==> src/rtl/fpu_pipe_ctrl.sv <==
// fpu_pipe_ctrl: valid/ready control spine for the FPU datapath.
// Tracks live slots and tags, and drives per-stage load enables and clears.
module fpu_pipe_ctrl #(
  parameter int STAGES = 3,
  parameter int TAG_W  = 4,
  parameter int CNT_W  = 2
) (
  input  logic              clk,
  input  logic              reset,
  input  logic              in_valid,
  output logic              in_ready,
  input  logic [TAG_W-1:0]  in_tag,
  output logic              out_valid,
  input  logic              out_ready,
  output logic [TAG_W-1:0]  out_tag,
  input  logic              flush,
  output logic [STAGES-1:0] stage_en,
  output logic [STAGES-1:0] stage_clr,
  output logic [CNT_W-1:0]  occupancy,
  output logic              busy
);

  typedef logic [TAG_W-1:0] tag_t;

  logic [STAGES-1:0] v_q, v_d;
  logic [STAGES-1:0] adv, inc_v;
  tag_t [STAGES-1:0] tag_q, tag_d, inc_tag;
  logic [CNT_W-1:0]  occ_q, occ_d;
  logic              accept, retire;

  // Ready chain: a slot moves if it is empty or anything above it can move.
  always_comb begin : p_adv
    logic run;
    run = out_ready;
    adv = '0;
    for (int i = STAGES-1; i >= 0; i--) begin
      run    = run | ~v_q[i];
      adv[i] = run;
    end
  end

  assign in_ready = adv[0] & ~flush;
  assign accept   = in_valid & in_ready;
  assign retire   = v_q[STAGES-1] & out_ready;

  // What would enter each stage on an advance.
  always_comb begin
    inc_v      = '0;
    inc_tag    = '0;
    inc_v[0]   = accept;
    inc_tag[0] = in_tag;
    for (int i = 1; i < STAGES; i++) begin
      inc_v[i]   = v_q[i-1];
      inc_tag[i] = tag_q[i-1];
    end
  end

  // Next slot state: load on advance, hold on stall, flush empties all.
  always_comb begin
    v_d   = v_q;
    tag_d = tag_q;
    for (int i = 0; i < STAGES; i++) begin
      if (flush) begin
        v_d[i]   = 1'b0;
        tag_d[i] = '0;
      end else if (adv[i]) begin
        v_d[i]   = inc_v[i];
        tag_d[i] = inc_v[i] ? inc_tag[i] : '0;
      end
    end
  end

  // Occupancy: +1 on accept only, -1 on retire only, 0 on flush.
  always_comb begin
    occ_d = occ_q;
    if (flush) begin
      occ_d = '0;
    end else if (accept & ~retire) begin
      occ_d = occ_q + CNT_W'(1);
    end else if (retire & ~accept) begin
      occ_d = occ_q - CNT_W'(1);
    end
  end

  // Slot, tag and counter registers.
  always_ff @(posedge clk or negedge reset) begin
    if (!reset) begin
      v_q   <= '0;
      tag_q <= '0;
      occ_q <= '0;
    end else begin
      v_q   <= v_d;
      tag_q <= tag_d;
      occ_q <= occ_d;
    end
  end

  assign stage_en  = reset ? (adv & ~{STAGES{flush}}) : '0;
  assign stage_clr = reset ? ({STAGES{flush}} | (adv & ~inc_v)) : '1;

  assign out_valid = v_q[STAGES-1];
  assign out_tag   = tag_q[STAGES-1];
  assign occupancy = occ_q;
  assign busy      = |occ_q;

  // The counter must always equal the number of live slots.
  a_occ: assert property (@(posedge clk) disable iff (!reset)
    (occ_q == CNT_W'($countones(v_q))) && (occ_q <= CNT_W'(STAGES)));

endmodule
==> config.mk <==
export PLATFORM = sky130hd
export DESIGN_NAME = fpu_pipe_ctrl
export DESIGN_NICKNAME = d
export VERILOG_FILES = /design/src/rtl/fpu_pipe_ctrl.sv
export SDC_FILE = /design/constraint.sdc
export NUM_CORES = 1
export LEC_CHECK = 0
export ABC_CLOCK_PERIOD_IN_PS = 1400
export CAP_MARGIN = 15
export CORE_MARGIN = 8
export CORE_UTILIZATION = 59
export DETAILED_ROUTE_END_ITERATION = 8
export DONT_BUFFER_PORTS = 1
export PLACE_DENSITY_LB_ADDON = 0.12
export SYNTH_ARGS = -nofsm -noshare
export SYNTH_HDL_FRONTEND = slang
export SYNTH_SLANG_ARGS = --single-unit
==> constraint.sdc <==
create_clock -name clk -period 1.4 [get_ports clk]
set_input_delay 0.21 -clock clk [delete_from_list [all_inputs] [get_ports clk]]
set_output_delay 0.21 -clock clk [all_outputs]
set_load 0.05 [all_outputs]
==> results.sh <==
export IMPL_antennaDiodeCount=0
export IMPL_synthesis_nets=100
export IMPL_synth_compound_area_share_pct=12.46
export IMPL_grt_first_pass_wirelength_um=4077
export IMPL_path_max_fanout=3
export IMPL_crit_required_ps=1190
export IMPL_drt_pass1_iterations=5
export IMPL_final_cell_mix="buf_4, dfrtp_1, nand2_1, nand3_1, a21oi_1"
export IMPL_io_buffers=0
export IMPL_core_um2=1318
export IMPL_antenna_found_initial=0
export IMPL_cp_end_kind="output port"
export IMPL_synth_xor_xnor_area_share_pct=0
export IMPL_synth_simple_area_share_pct=31.68
export IMPL_post_route_period_util_pct=119.1
export IMPL_violations="negative setup slack"
export IMPL_hold_slack_ps=30.78
export IMPL_cts_made_buffers=3
export IMPL_yosys_area_share_adder_pct=0
export IMPL_ant_nets=0
export IMPL_ff_latch_area_um2=429.2
export IMPL_switching_share_pct=32.57
export IMPL_vdd_drop_max_mv=0.7472
export IMPL_place_ws_ps=10.96
export IMPL_clk_path_buf_depth=2
export IMPL_area_growth_pct=48.65
export IMPL_drt_wl_total_um=3150
export IMPL_status="finished with violations"
export IMPL_r2r_cells=4
export IMPL_die_w_um=53.58
export IMPL_fin_nets=126
export IMPL_rows=13
export IMPL_die_h_um=53.58
export IMPL_async_reset_ff_share_pct=100.0
export IMPL_hold_class="in -> reg"
export IMPL_synth_avg_cell_area_um2=9.157
export IMPL_gp_congestion=0.7674
export IMPL_io_pins=24
export IMPL_hold_violations=0
export IMPL_setup_tns_ps=-1462
export IMPL_setup_viol=9
export IMPL_p_seq_share_pct=49.5
export IMPL_root_buffer="clkbuf_4"
export IMPL_power_mw=1.055
export IMPL_start_util_pct=63.25
export IMPL_fin_crit_ps=1668
export IMPL_synthFlopType="dfrtp_1"
export IMPL_crit_type="reg -> out"
export IMPL_worstMarginPinSlew_ps=807.9
export IMPL_finClkSkew_ps=9.332
export IMPL_p_comb_share_pct=23.1
export IMPL_synth_top_family_by_area="simple AND/OR/NAND/NOR gates"
export IMPL_grt_setup_unrepaired="true"
export IMPL_drive_above_1_share_pct=40.52
export IMPL_clkLatencyLatePin_ps=310
export IMPL_grt_ovfl_total=0
export IMPL_numClockSinks=17
export IMPL_cp_arrival_ps=1460
export IMPL_fillers=37
export IMPL_floorplan_die_area_um2=2871
export IMPL_slew_viol_final=0
export IMPL_clkSlewWorstSetupHoldPaths_ps=120
export IMPL_crit_path_start_kind="register"
export IMPL_viasPerCell=7.046
export IMPL_fmax_mhz=599.6
export IMPL_drtIter0Drc=73
export IMPL_htreeDepth=1
export IMPL_intPower_mw=0.7117
export IMPL_synth_mux_area_share_pct=1.351
export IMPL_power_per_cell_area_nw_per_um2=852.1
export IMPL_final_common_cell="buf_4"
export IMPL_slew_headroom_pct=45.96
export IMPL_synth_edf_count=0
export IMPL_drc=0
export IMPL_finalWorstSetupSlack_ps=-267.7
export IMPL_track_usage_pct=19.66
export IMPL_synth_seq_cells=17
export IMPL_via_count=923
export IMPL_fin_util_pct=94.02
export IMPL_cts_tree="yes"
export IMPL_netlist_area_um2=833.3
export IMPL_ys_warn_count=0
export IMPL_synth_seq_area_share_pct=51.05
export IMPL_switchingPower_mw=0.3438
export IMPL_p_leak_nw=0.5601
export IMPL_maxCapViolCount=0
export IMPL_routedWlPerCell_um=24.05
export IMPL_synth_cell_types=23
export IMPL_grt_max_degree=22
export IMPL_netlist_instances=91
export IMPL_multi_input_area_um2=464.2
export IMPL_dp_hpwl_um=1497
export IMPL_min_path_cells=2
export IMPL_clockPowerShare_pct=27.4
export IMPL_first_global_vias=822
-- power by group through the flow --
stage	Combinational [mW]	Clock (mW)	Sequential (mW)
floorplan	0.117	0	0.549
global route	0.253	0.315	0.524
CTS	0.215	0.269	0.519
global placement	0.192	0	0.530
finish	0.244	0.289	0.523
detailed placement	0.195	0	0.531
-- metal layers --
| layer | track usage, % | wire (µm) | share of wire, % | vias up |
|---|---|---|---|---|
| li1 | - | - | - | 366 |
| met1 | 23.03 | 1135 | 36 | 441 |
| met2 | 32.81 | 1495 | 47 | 86 |
| met3 | 4.408 | 307 | 9.7 | 30 |
| met4 | 10.50 | 212 | 6.7 | 0 |
| met5 | 0 | 0 | 0 | - |
-- final timing paths --
check                                       start  slack [ps]                  endpoint
hold / removal                           in_valid          30    inc_tag[4]$_DFFE_PN0P_
min in group asynchronous                   reset         420  occupancy[1]$_DFFE_PN0P_
hold reg to reg            inc_tag[4]$_DFFE_PN0P_         550    inc_tag[4]$_DFFE_PN0P_
setup reg to reg               v_q[2]$_DFFE_PN0P_         -60  occupancy[1]$_DFFE_PN0P_
max in group asynchronous                   reset         420        v_q[2]$_DFFE_PN0P_
setup / recovery               v_q[0]$_DFFE_PN0P_        -270               stage_en[0]
-- final cells by class --
cell class              instances  area share [%]
flip-flops and latches         17           34.65
clock buffers                   3           1.818
multi-input cells              68           37.47
clock inverters                 1          0.4040
well taps                      15           1.515
repair buffers                 27           24.14
-- cell usage after synthesis (2+ instances only) --
library cell,number,area share [%]
a21oi_1,12,7.2
and3b_1,2,2.1
buf_2,5,3.0
dfrtp_1,17,51
nand2_1,12,5.4
nand2b_1,2,1.5
nand3_1,12,7.2
nor2_1,11,5.0
nor2b_1,2,1.5
o21ai_1,3,1.8
-- worst max-delay path, cell delays in order, from the launching register on --
cell	delay (ps)
dfrtp_1	450
and4b_2	300
buf_4	160
nor2_4	90
buf_12	140
-- repair_timing --
action / in CTS / in global routing
pin swaps: 2 / 3
hold buffers: 1 / 1
buffers inserted: 3 / 3
endpoints found under the hold margin: 33 / 16
gates resized for setup: 5 / 4
setup endpoints to repair: 7 / 10
-- per-stage QoR --
stage | area [µm²] | std cells
after floorplan | 913.4 | 91
after global placement | 1121 | 119
after detailed placement | 1121 | 119
after CTS | 1190 | 127
after global routing | 1239 | 131
final | 1239 | 131
-- flip-flops by register name, summed over array words and instances (netlist names) --
name and flops:
inc_tag 8, occupancy 2, out_tag 4, v_q 3
-- kinds of logic (layout without fill, tap and decap cells) --
group,count (synthesis),in the layout
buf+inv,6,31
mux,1,1
simple gates,48,48
flops,17,17
compound gates,19,19
(Power assumes the default switching activity.)
